--- src/rtl/flash_audio_reader_pkg.sv ---
// Shared types and defaults for the flash audio reader: FSM state encoding,
// clip bounds and the native sample width.
package flash_audio_pkg;

   typedef enum logic [2:0] {
      IDLE,
      REQ,
      WAIT_DATA,
      TICK1,
      TICK2,
      ADVANCE,
      RESTART
   } state_e;

   localparam int SAMPLE_W = 16;
   localparam int DEF_ADDR_W = 23;
   localparam logic [22:0] DEF_START_ADDR = 23'h000000;
   localparam logic [22:0] DEF_END_ADDR = 23'h07FFFF;

endpackage

--- src/rtl/flash_audio_reader_if.sv ---
// Avalon-MM read-master bundle between the audio reader and the flash controller.
// Handshake: the master holds flash_read and flash_address steady until it sees
// flash_waitrequest low at a clock edge (request accepted); read data arrives later,
// qualified by a one-cycle flash_readdatavalid.
interface flash_audio_reader_if #(
   parameter int ADDR_W = 23
) ();
   logic              flash_read;
   logic [ADDR_W-1:0] flash_address;
   logic              flash_waitrequest;
   logic              flash_readdatavalid;
   logic [31:0]       flash_readdata;

   modport master (
      output flash_read, flash_address,
      input  flash_waitrequest, flash_readdatavalid, flash_readdata
   );

   modport slave (
      input  flash_read, flash_address,
      output flash_waitrequest, flash_readdatavalid, flash_readdata
   );
endinterface

--- src/rtl/flash_addr_stepper.sv ---
// Next word address within the clip, wrapping at either end depending on direction.
module flash_addr_stepper #(
   parameter int                ADDR_W     = 23,
   parameter logic [ADDR_W-1:0] START_ADDR = '0,
   parameter logic [ADDR_W-1:0] END_ADDR   = '1
) (
   input  logic [ADDR_W-1:0] addr,
   input  logic              dir,
   output logic [ADDR_W-1:0] next_addr
);
   always_comb begin
      next_addr = addr;
      if (dir) begin
         next_addr = (addr == END_ADDR) ? START_ADDR : addr + ADDR_W'(1);
      end else begin
         next_addr = (addr == START_ADDR) ? END_ADDR : addr - ADDR_W'(1);
      end
   end
endmodule

--- src/rtl/flash_audio_reader.sv ---
// Fetches 32-bit words from flash and emits two samples per word on sample_tick.
// Define FLASH_READER_UNSIGNED_EN for offset-binary audio_out (sample MSB inverted).
module flash_audio_reader
   import flash_audio_pkg::*;
#(
   parameter int                ADDR_W     = DEF_ADDR_W,
   parameter logic [ADDR_W-1:0] START_ADDR = DEF_START_ADDR,
   parameter logic [ADDR_W-1:0] END_ADDR   = DEF_END_ADDR,
   parameter int                OUT_W      = 8
) (
   input  logic                 clk,
   input  logic                 reset_n,
   input  logic                 can_read,
   input  logic                 is_fwrd,
   input  logic                 restart,
   input  logic                 sample_tick,
   flash_audio_reader_if.master flash,
   output logic [OUT_W-1:0]     audio_out,
   output logic                 audio_valid,
   output logic                 read_done,
   output state_e               dbg_state
);
`ifdef FLASH_READER_UNSIGNED_EN
   localparam logic [OUT_W-1:0] AUDIO_RST = {1'b1, {(OUT_W-1){1'b0}}};
   localparam logic [OUT_W-1:0] SIGN_FLIP = {1'b1, {(OUT_W-1){1'b0}}};
`else
   localparam logic [OUT_W-1:0] AUDIO_RST = '0;
   localparam logic [OUT_W-1:0] SIGN_FLIP = '0;
`endif

   state_e              state_q, state_d;
   logic [ADDR_W-1:0]   addr_q, addr_d, addr_step;
   logic                dir_q, dir_d;
   logic [31:0]         word_q, word_d;
   logic [OUT_W-1:0]    audio_q, audio_d;
   logic                valid_q, valid_d;
   logic                arm_q, arm_d;
   logic [SAMPLE_W-1:0] sample_sel;
   logic                restart_go;

   flash_addr_stepper #(
      .ADDR_W(ADDR_W), .START_ADDR(START_ADDR), .END_ADDR(END_ADDR)
   ) u_stepper (
      .addr(addr_q), .dir(dir_q), .next_addr(addr_step)
   );

   // A held restart is serviced once; it must go low before it can fire again.
   assign restart_go = restart && arm_q;

   always_comb begin
      state_d    = state_q;
      addr_d     = addr_q;
      dir_d      = dir_q;
      word_d     = word_q;
      audio_d    = audio_q;
      valid_d    = 1'b0;
      arm_d      = arm_q | ~restart;
      sample_sel = '0;
      case (state_q)
         IDLE: begin
            if (restart_go) begin
               state_d = RESTART;
            end else if (can_read) begin
               state_d = REQ;
               dir_d   = is_fwrd;
            end
         end
         REQ: begin
            if (!flash.flash_waitrequest) state_d = WAIT_DATA;
         end
         WAIT_DATA: begin
            if (flash.flash_readdatavalid) begin
               word_d  = flash.flash_readdata;
               state_d = TICK1;
            end
         end
         TICK1, TICK2: begin
            if (restart_go) begin
               state_d = RESTART;
            end else if (can_read && sample_tick) begin
               // Forward plays low half first; backward plays high half first.
               sample_sel = ((state_q == TICK1) == dir_q) ? word_q[15:0] : word_q[31:16];
               audio_d    = sample_sel[SAMPLE_W-1 -: OUT_W] ^ SIGN_FLIP;
               valid_d    = 1'b1;
               state_d    = (state_q == TICK1) ? TICK2 : ADVANCE;
            end
         end
         ADVANCE: begin
            addr_d  = addr_step;
            state_d = IDLE;
         end
         RESTART: begin
            addr_d  = is_fwrd ? START_ADDR : END_ADDR;
            arm_d   = ~restart;
            state_d = IDLE;
         end
         default: state_d = IDLE;
      endcase
   end

   always_ff @(posedge clk) begin
      if (!reset_n) begin
         state_q <= IDLE;
         addr_q  <= START_ADDR;
         dir_q   <= 1'b1;
         word_q  <= '0;
         audio_q <= AUDIO_RST;
         valid_q <= 1'b0;
         arm_q   <= 1'b1;
      end else begin
         state_q <= state_d;
         addr_q  <= addr_d;
         dir_q   <= dir_d;
         word_q  <= word_d;
         audio_q <= audio_d;
         valid_q <= valid_d;
         arm_q   <= arm_d;
      end
   end

   assign flash.flash_read    = (state_q == REQ);
   assign flash.flash_address = addr_q;
   assign audio_out           = audio_q;
   assign audio_valid         = valid_q;
   assign read_done           = (state_q == RESTART);
   assign dbg_state           = state_q;

   generate
      if (OUT_W < SAMPLE_W) begin : g_lsb_sink
         logic unused_lsbs;
         assign unused_lsbs = ^sample_sel[SAMPLE_W-OUT_W-1:0];
      end
   endgenerate
endmodule

--- src/flat_wrapper.sv ---
// flat-port wrapper written by rule: the top's interface ports become plain ports
module flash_audio_reader_flat import flash_audio_pkg::*;
#(
   parameter int                ADDR_W     = DEF_ADDR_W,
   parameter logic [ADDR_W-1:0] START_ADDR = DEF_START_ADDR,
   parameter logic [ADDR_W-1:0] END_ADDR   = DEF_END_ADDR,
   parameter int                OUT_W      = 8
)
  (clk, reset_n, can_read, is_fwrd, restart, sample_tick, audio_out, audio_valid, read_done, dbg_state, flash_flash_read, flash_flash_address, flash_flash_waitrequest, flash_flash_readdatavalid, flash_flash_readdata);
  flash_audio_reader_if #(.ADDR_W(ADDR_W)) flash_i ();
  input  logic clk;
  input  logic reset_n;
  input  logic can_read;
  input  logic is_fwrd;
  input  logic restart;
  input  logic sample_tick;
  output logic [OUT_W-1:0] audio_out;
  output logic audio_valid;
  output logic read_done;
  output state_e dbg_state;
  output wire logic [$bits(flash_i.flash_read)-1:0] flash_flash_read;
  output wire logic [$bits(flash_i.flash_address)-1:0] flash_flash_address;
  input wire logic [$bits(flash_i.flash_waitrequest)-1:0] flash_flash_waitrequest;
  input wire logic [$bits(flash_i.flash_readdatavalid)-1:0] flash_flash_readdatavalid;
  input wire logic [$bits(flash_i.flash_readdata)-1:0] flash_flash_readdata;
  assign flash_flash_read = flash_i.flash_read;
  assign flash_flash_address = flash_i.flash_address;
  assign flash_i.flash_waitrequest = flash_flash_waitrequest;
  assign flash_i.flash_readdatavalid = flash_flash_readdatavalid;
  assign flash_i.flash_readdata = flash_flash_readdata;
  flash_audio_reader #(.ADDR_W(ADDR_W), .START_ADDR(START_ADDR), .END_ADDR(END_ADDR), .OUT_W(OUT_W)) u_core (.clk(clk), .reset_n(reset_n), .can_read(can_read), .is_fwrd(is_fwrd), .restart(restart), .sample_tick(sample_tick), .flash(flash_i), .audio_out(audio_out), .audio_valid(audio_valid), .read_done(read_done), .dbg_state(dbg_state));
endmodule
--- config.mk ---
export PLATFORM = sky130hd
export DESIGN_NAME = flash_audio_reader_flat
export DESIGN_NICKNAME = d
export VERILOG_FILES = /design/src/rtl/flash_audio_reader_pkg.sv /design/src/rtl/flash_audio_reader_if.sv /design/src/rtl/flash_addr_stepper.sv /design/src/rtl/flash_audio_reader.sv /design/src/flat_wrapper.sv
export SDC_FILE = /design/constraint.sdc
export NUM_CORES = 1
export LEC_CHECK = 0
export ABC_AREA = 0
export BUFFER_PORTS_ARGS = -buffer_cell sky130_fd_sc_hd__buf_2
export CAP_MARGIN = 10
export CORE_ASPECT_RATIO = 0.8
export CORE_UTILIZATION = 29
export CTS_BUF_LIST = sky130_fd_sc_hd__clkbuf_2 sky130_fd_sc_hd__clkbuf_4 sky130_fd_sc_hd__clkbuf_8
export CTS_CLUSTER_DIAMETER = 100
export CTS_CLUSTER_SIZE = 28
export DETAILED_ROUTE_END_ITERATION = 16
export GPL_TIMING_DRIVEN = 0
export HOLD_SLACK_MARGIN = 0.03
export PLACE_DENSITY = 0.47
export SLEW_MARGIN = 20
export SYNTH_ARGS = -nofsm -noshare
export SYNTH_HDL_FRONTEND = slang
export SYNTH_HIERARCHICAL = 1
export SYNTH_SLANG_ARGS = --single-unit
--- constraint.sdc ---
create_clock -name clk -period 2.35 [get_ports clk]
set_clock_uncertainty 0.15 [all_clocks]
set_input_delay 0.3525 -clock clk [delete_from_list [all_inputs] [get_ports clk]]
set_output_delay 0.3525 -clock clk [all_outputs]
set_load 0.05 [all_outputs]
### Yosys cells after proc, flatten, opt, wreduce, memory -nomap -nowiden

Index checks and enable logic that the tools add are counted.

| operators by class | value |
|---|---|
| mux-type cells | 16 |
| add/subtract/negate cells | 2 |
| reductions and logical operators | 11 |
| equal/unequal tests | 12 |
| bitwise logic cells | 5 |

Operators by type and width:

| cell | number |
|---|---|
| two-way mux 23 bit | 3 |
| one-hot mux 23 bit (2 select lines) | 1 |
| adder 23 x 1 -> 23 bit (second input constant) | 1 |
| == test 23 x 19 -> 1 bit (second input constant) | 1 |
| zero test 23 bit | 1 |
| subtractor 23 x 1 -> 23 bit (second input constant) | 1 |
| two-way mux 19 bit | 1 |
| two-way mux 3 bit | 6 |
| two-way mux 16 bit | 1 |
| one-hot mux 3 bit (4 select lines) | 1 |
| == test 3 bit (second input constant) | 3 |
| == test 3 x 2 -> 1 bit (second input constant) | 2 |
| AND reduction 3 bit | 2 |
| inequality test 2 bit (second input constant) | 2 |
| inverter 1 bit | 4 |
| AND reduction 4 bit | 1 |
| == test 3 x 1 -> 1 bit (second input constant) | 1 |
| zero test 3 bit | 1 |
| two-way mux 1 bit | 3 |
| inequality test 3 x 1 -> 1 bit (second input constant) | 1 |
| inequality test 3 x 2 -> 1 bit (second input constant) | 1 |
| OR reduction 3 bit | 1 |
| logical AND 1 bit | 2 |
| AND reduction 2 bit | 1 |
| other kinds (4) | 4 |

| word-level totals | value |
|---|---|
| output and inout port bits | 37 |
| register bits | 69 |
| logic and storage cells | 53 |
| bits of input ports | 40 |

### Logic depth before layout (Yosys ltp)

| logic depth | value |
|---|---|
| depth in word-level cells | 5 |
| mapped depth | 10 |
| mapped depth without buffers | 9 |

### Cells and area by module

Netlist, hierarchy kept.

By module, submodules not included:

| module | instances | cells each | area each (sq um) | seq. area each (sq um) |
|---|---|---|---|---|
| flash_audio_reader | 1 | 271 | 2265.9 | 1061.0 |
| flash_addr_stepper | 1 | 213 | 1361.3 | 0.0 |

### Worst setup path after synthesis

No wires, ideal clock.

| timing path | value |
|---|---|
| path kind | register to register |
| start | register u_core.addr_q[4], in the netlist u_core/flash.flash_address[4] |
| end | register u_core.addr_q[22], in the netlist u_core/flash.flash_address[22] |
| required time | 2.081 ns |
| clock period less this slack | 2.719 ns |
| data arrival time | 2.450 ns |
| cell stages (with the launch flop) | 10 |
| path buffers | 1 |
| slack | -0.369 ns |
| library setup time | 0.119 ns |
| cell sequence | dfxtp_1 > buf_4 > and4_2 > nand4_2 > or3_1 > a221oi_1 > nor2_1 > a22o_1 > a22oi_1 > nor2b_1 |

| on the way | value |
|---|---|
| longest elaborated chain between the ends | 4 |
| elaborated cells between the ends (all ways) | 8 |
| those cells by class | 2 x add/sub; 1 x eq/ne; 4 x mux; 1 x reduce/logical |

Ends and longest elaborated chain:

| what | RTL line | RTL |
|---|---|---|
| start, declared | flash_audio_reader.sv:32 | `logic [ADDR_W-1:0] addr_q, addr_d, addr_step;` |
| start signal, assigned | flash_audio_reader.sv:112 | `addr_q <= addr_d;` |
| subtractor 23 x 1 -> 23 bit (tied with other cells) | flash_addr_stepper.sv:16 | `next_addr = (addr == START_ADDR) ? END_ADDR : addr - ADDR_W'(1);` |
| two-way mux 23 bit, on equally long branches | flash_addr_stepper.sv:16, flash_addr_stepper.sv:14 |  |
| two-way mux 23 bit * | flash_addr_stepper.sv:13 | `if (dir) begin` |
| net u_core.addr_step[22] | flash_audio_reader.sv:32 |  |
| one-hot mux 23 bit (2 select lines) * | flash_audio_reader.sv:59 | `case (state_q)` |

Mark *: on every way through the listed nets, which the timed path passes. The rest lies on a longest branch.
A chain may end at the register's enable or synchronous reset.

### Worst setup path after layout

| timing path | value |
|---|---|
| start | register u_core.addr_q[11], in the netlist u_core/flash.flash_address[11] |
| end | register u_core.addr_q[20], in the netlist u_core/flash.flash_address[20] |

The elaborated chain is that of the path after synthesis.

==> key figures <==
Global routing
  – Grt ovf: 0
  – Initial antenna violation count: 0
  – Tot GR Track Use: 0.195
  – Pin count of the biggest net entering global routing: 20
  – Global-route wire length before repair: 19800 um
  – Vias in the first global route: 3628

Placed design
  – DP Cell Count: 714
  – Gpl congestion: 0.922
  – Placed Area: 4290 um^2
  – Pre-CTS setup slack: -0.307 ns
  – PortBufs: 59
  – Post-DP HPWL: 8780 um

Logic synthesis
  – Share of the synthesized area in the top cell type: 0.293
  – Ys async rst share: 0
  – Sequential area share after synthesis: 0.293
  – Post-synthesis average cell area: 7.49 um^2
  – Post-synth top flop: dfxtp_1
  – Unique masters post-synth: 68
  – Number of enable flip-flop cells after synthesis: 0
  – Synthesized flop and latch total: 53
  – Synth top area cells: dfxtp_1 29%, nand2_1 8.3%, o21ai_0 6.5%, a21oi_1 6.1%, a21boi_0 3.5%
  – Post-Syn Area: 3630 um^2
  – Mapped Cells: 484
  – Syn nets: 527
  – Synth area leader: dfxtp_1
  – Synth Warn #: 6

Detailed routing
  – Routed via count: 4106
  – Wire length per cell: 16.7 um
  – DRT Wirelength: 12600 um
  – Number of vias per cell: 5.45
  – DR pass1 iterations: 5
  – Post-DRT Antenna Nets: 0
  – Starting DRT DRC Count: 338
  – Detailed-route DRC error count: 0

Floorplanning
  – Die area: 13000 um^2
  – Die Ht: 102 um
  – Number of I/O pins: 77
  – Core area: 12200 um^2
  – Row cnt: 36
  – Initial core utilization: 0.297
  – Chip width: 127 um

Critical path
  – CP Data Required Time: 2.43 ns
  – Crit path launch type: flip-flop
  – Crit path max fanout: 9
  – Worst reg2reg setup slack: -0.002 ns
  – Kind of end point of the critical path: flip-flop
  – Setup CP Type: flip-flop to flip-flop
  – WP data arrival: 2.43 ns

Timing
  – Setup violations, final: 1
  – Tightest Pin Transition: 0.685 ns
  – Final period util: 1.00
  – Hold WS: 0.0835 ns
  – Hold Fails Final Rpt: 0
  – Setup TNS: -0.00240 ns
  – Slew headroom: 0.541
  – Final min period: 2.35 ns
  – RSZ-0062 raised after global routing: yes
  – Slack of the critical path: -0.00240 ns
  – Fmax: 0.425 GHz
  – Fin. max-slew vios: 0

Final layout
  – P&R area growth vs syn: 35.0%
  – Final Util: 0.401
  – Finished Layout Cells: 754
  – Share of layout cells above drive strength 1: 0.358
  – Layout Nets: 625
  – Antenna fix cells: 0
  – Design area: 4900 um^2

Pwr
  – Maximum VDD drop: 0.000555 V
  – Design Power: 6.10 mW
  – Lkg Pwr: 1.99 nW
  – PD cells: 1250 nW/um^2

Clock network
  – CTS tree: done
  – Worst-path clk slew: 0.12 ns
  – Num Clock Sinks: 53
  – Clock buffer count from CTS: 5
  – Clk Latency, worst-skew pair: 0.34 ns
  – Htree depth: 2
  – Clock buffer depth: 2
  – CTS root buf: clkbuf_8

Run status
  – Failing checks: negative setup slack
  – Status: finished, violations left

Flow run
  – Max Cap Viol: 0

Worst hold path
  – HP Class: input pin to flip-flop
-- cells in the final DEF (no fill, tap or decap), drive strengths merged, types with 2 or more instances in the layout --
cell    instances
and4            7
or3             6
a31oi           4
a21oi          45
and3            4
nand2          80
nor2           21
o311ai          2
o31ai           4
nor2b           8
a221oi          2
and3b           2
nand3b          2
buf           117
inv            13
ha              3
a221o           5
dfxtp          53
o221ai          5
or4             2
nor3b           2
a22oi           5
clkbuf         21
a21boi         18
xnor2           6
nor3           15
nand4          11
o22ai           5
and2            3
a211o           2
nand4b          2
o21a            2
nand3          16
a22o            4
or2             3
nor4            8
o21ai          51
mux2i          10
-- routing by layer --
metal | track usage | routed length (um) | up-vias
met4 | 0.0540 | 197 | 0
met5 | 0 | 0 | -
met2 | 0.276 | 5150 | 160
met1 | 0.288 | 6310 | 1960
met3 | 0.0471 | 962 | 15
li1 | - | - | 1971
-- area by class of cell --
| class | count | area, um^2 |
|---|---|---|
| fillers | 1247 | 7310 |
| repair buffers | 99 | 622 |
| inverters | 11 | 41.3 |
| plain buffers | 34 | 219 |
| clock buffers | 5 | 68.8 |
| well taps | 171 | 214 |
| multi-input cells | 378 | 2570 |
| flip-flops and latches | 53 | 1130 |
| clock inverters | 3 | 28.8 |
-- worst max-delay path, cell delays in order (launching register included) --
cell     delay, ns
dfxtp_4       0.40
nor4_4        0.26
buf_4         0.19
nand4_4       0.17
o21ai_4       0.25
a31oi_1       0.08
or3_1         0.36
a22o_1        0.19
a22oi_2       0.12
nor2b_1       0.07
-- final timing paths --
check                            startpoint                        endpoint  cells past startpoint
min                                 restart                    u_core/arm_q                      2
max reg2reg  u_core/flash.flash_address[11]  u_core/flash.flash_address[20]                      9
min reg2reg               u_core/word_q[27]               u_core/word_q[27]                      2
max          u_core/flash.flash_address[11]  u_core/flash.flash_address[20]                      9
-- cell families after synthesis --
kind of cell,synth area share
flip-flops,0.293
AND/OR/NAND/NOR,0.288
XOR/XNOR,0.0221
adder cells (fa/ha/maj),0.0103
multiplexers,0.0307
buffers and inverters,0.0700
AO/OA/AOI/OAI,0.287
-- registers in the layout (all words and copies together), names as in the netlist --
signal	count
u_core/word_q	16
u_core/dir_q	1
u_core/audio_valid	1
u_core/dbg_state	3
u_core/arm_q	1
u_core/flash.flash_address	23
u_core/audio_out	8
-- cells in the mapped netlist (3+ instances only) --
cell type and instances:
a21boi_0 17, dfxtp_1 53, and2_1 3, ha_1 3, a221o_1 4, nor3_1 13, o221ai_1 5, a31oi_1 4
xnor2_1 6, o21ai_0 47, nor2_1 21, buf_4 5, a21oi_1 44, nor4_2 3, clkbuf_1 15, a22oi_1 5
nand2_1 80, inv_1 11, a22o_1 4, nand3_1 16, o22ai_1 5, buf_2 12, nand4_2 3, and4_1 5
nor4_1 3, or3_1 6, clkbuf_2 5, o31ai_1 3, buf_1 3, nor2b_1 8, nand4_1 8, mux2i_1 10
-- power by group --
group	switching [mW]	internal (mW)
sequential	0.321	1.12
combinational	2.52	1.52
clock	0.396	0.225
total	3.24	2.87
-- timing repair --
action                     CTS  global route
hold buffers                 0             0
setup buffers               20            20
setup endpoints to repair   23            19
resized for setup           26            46
pin swaps                   14            31
(Power assumes the default switching activity.)
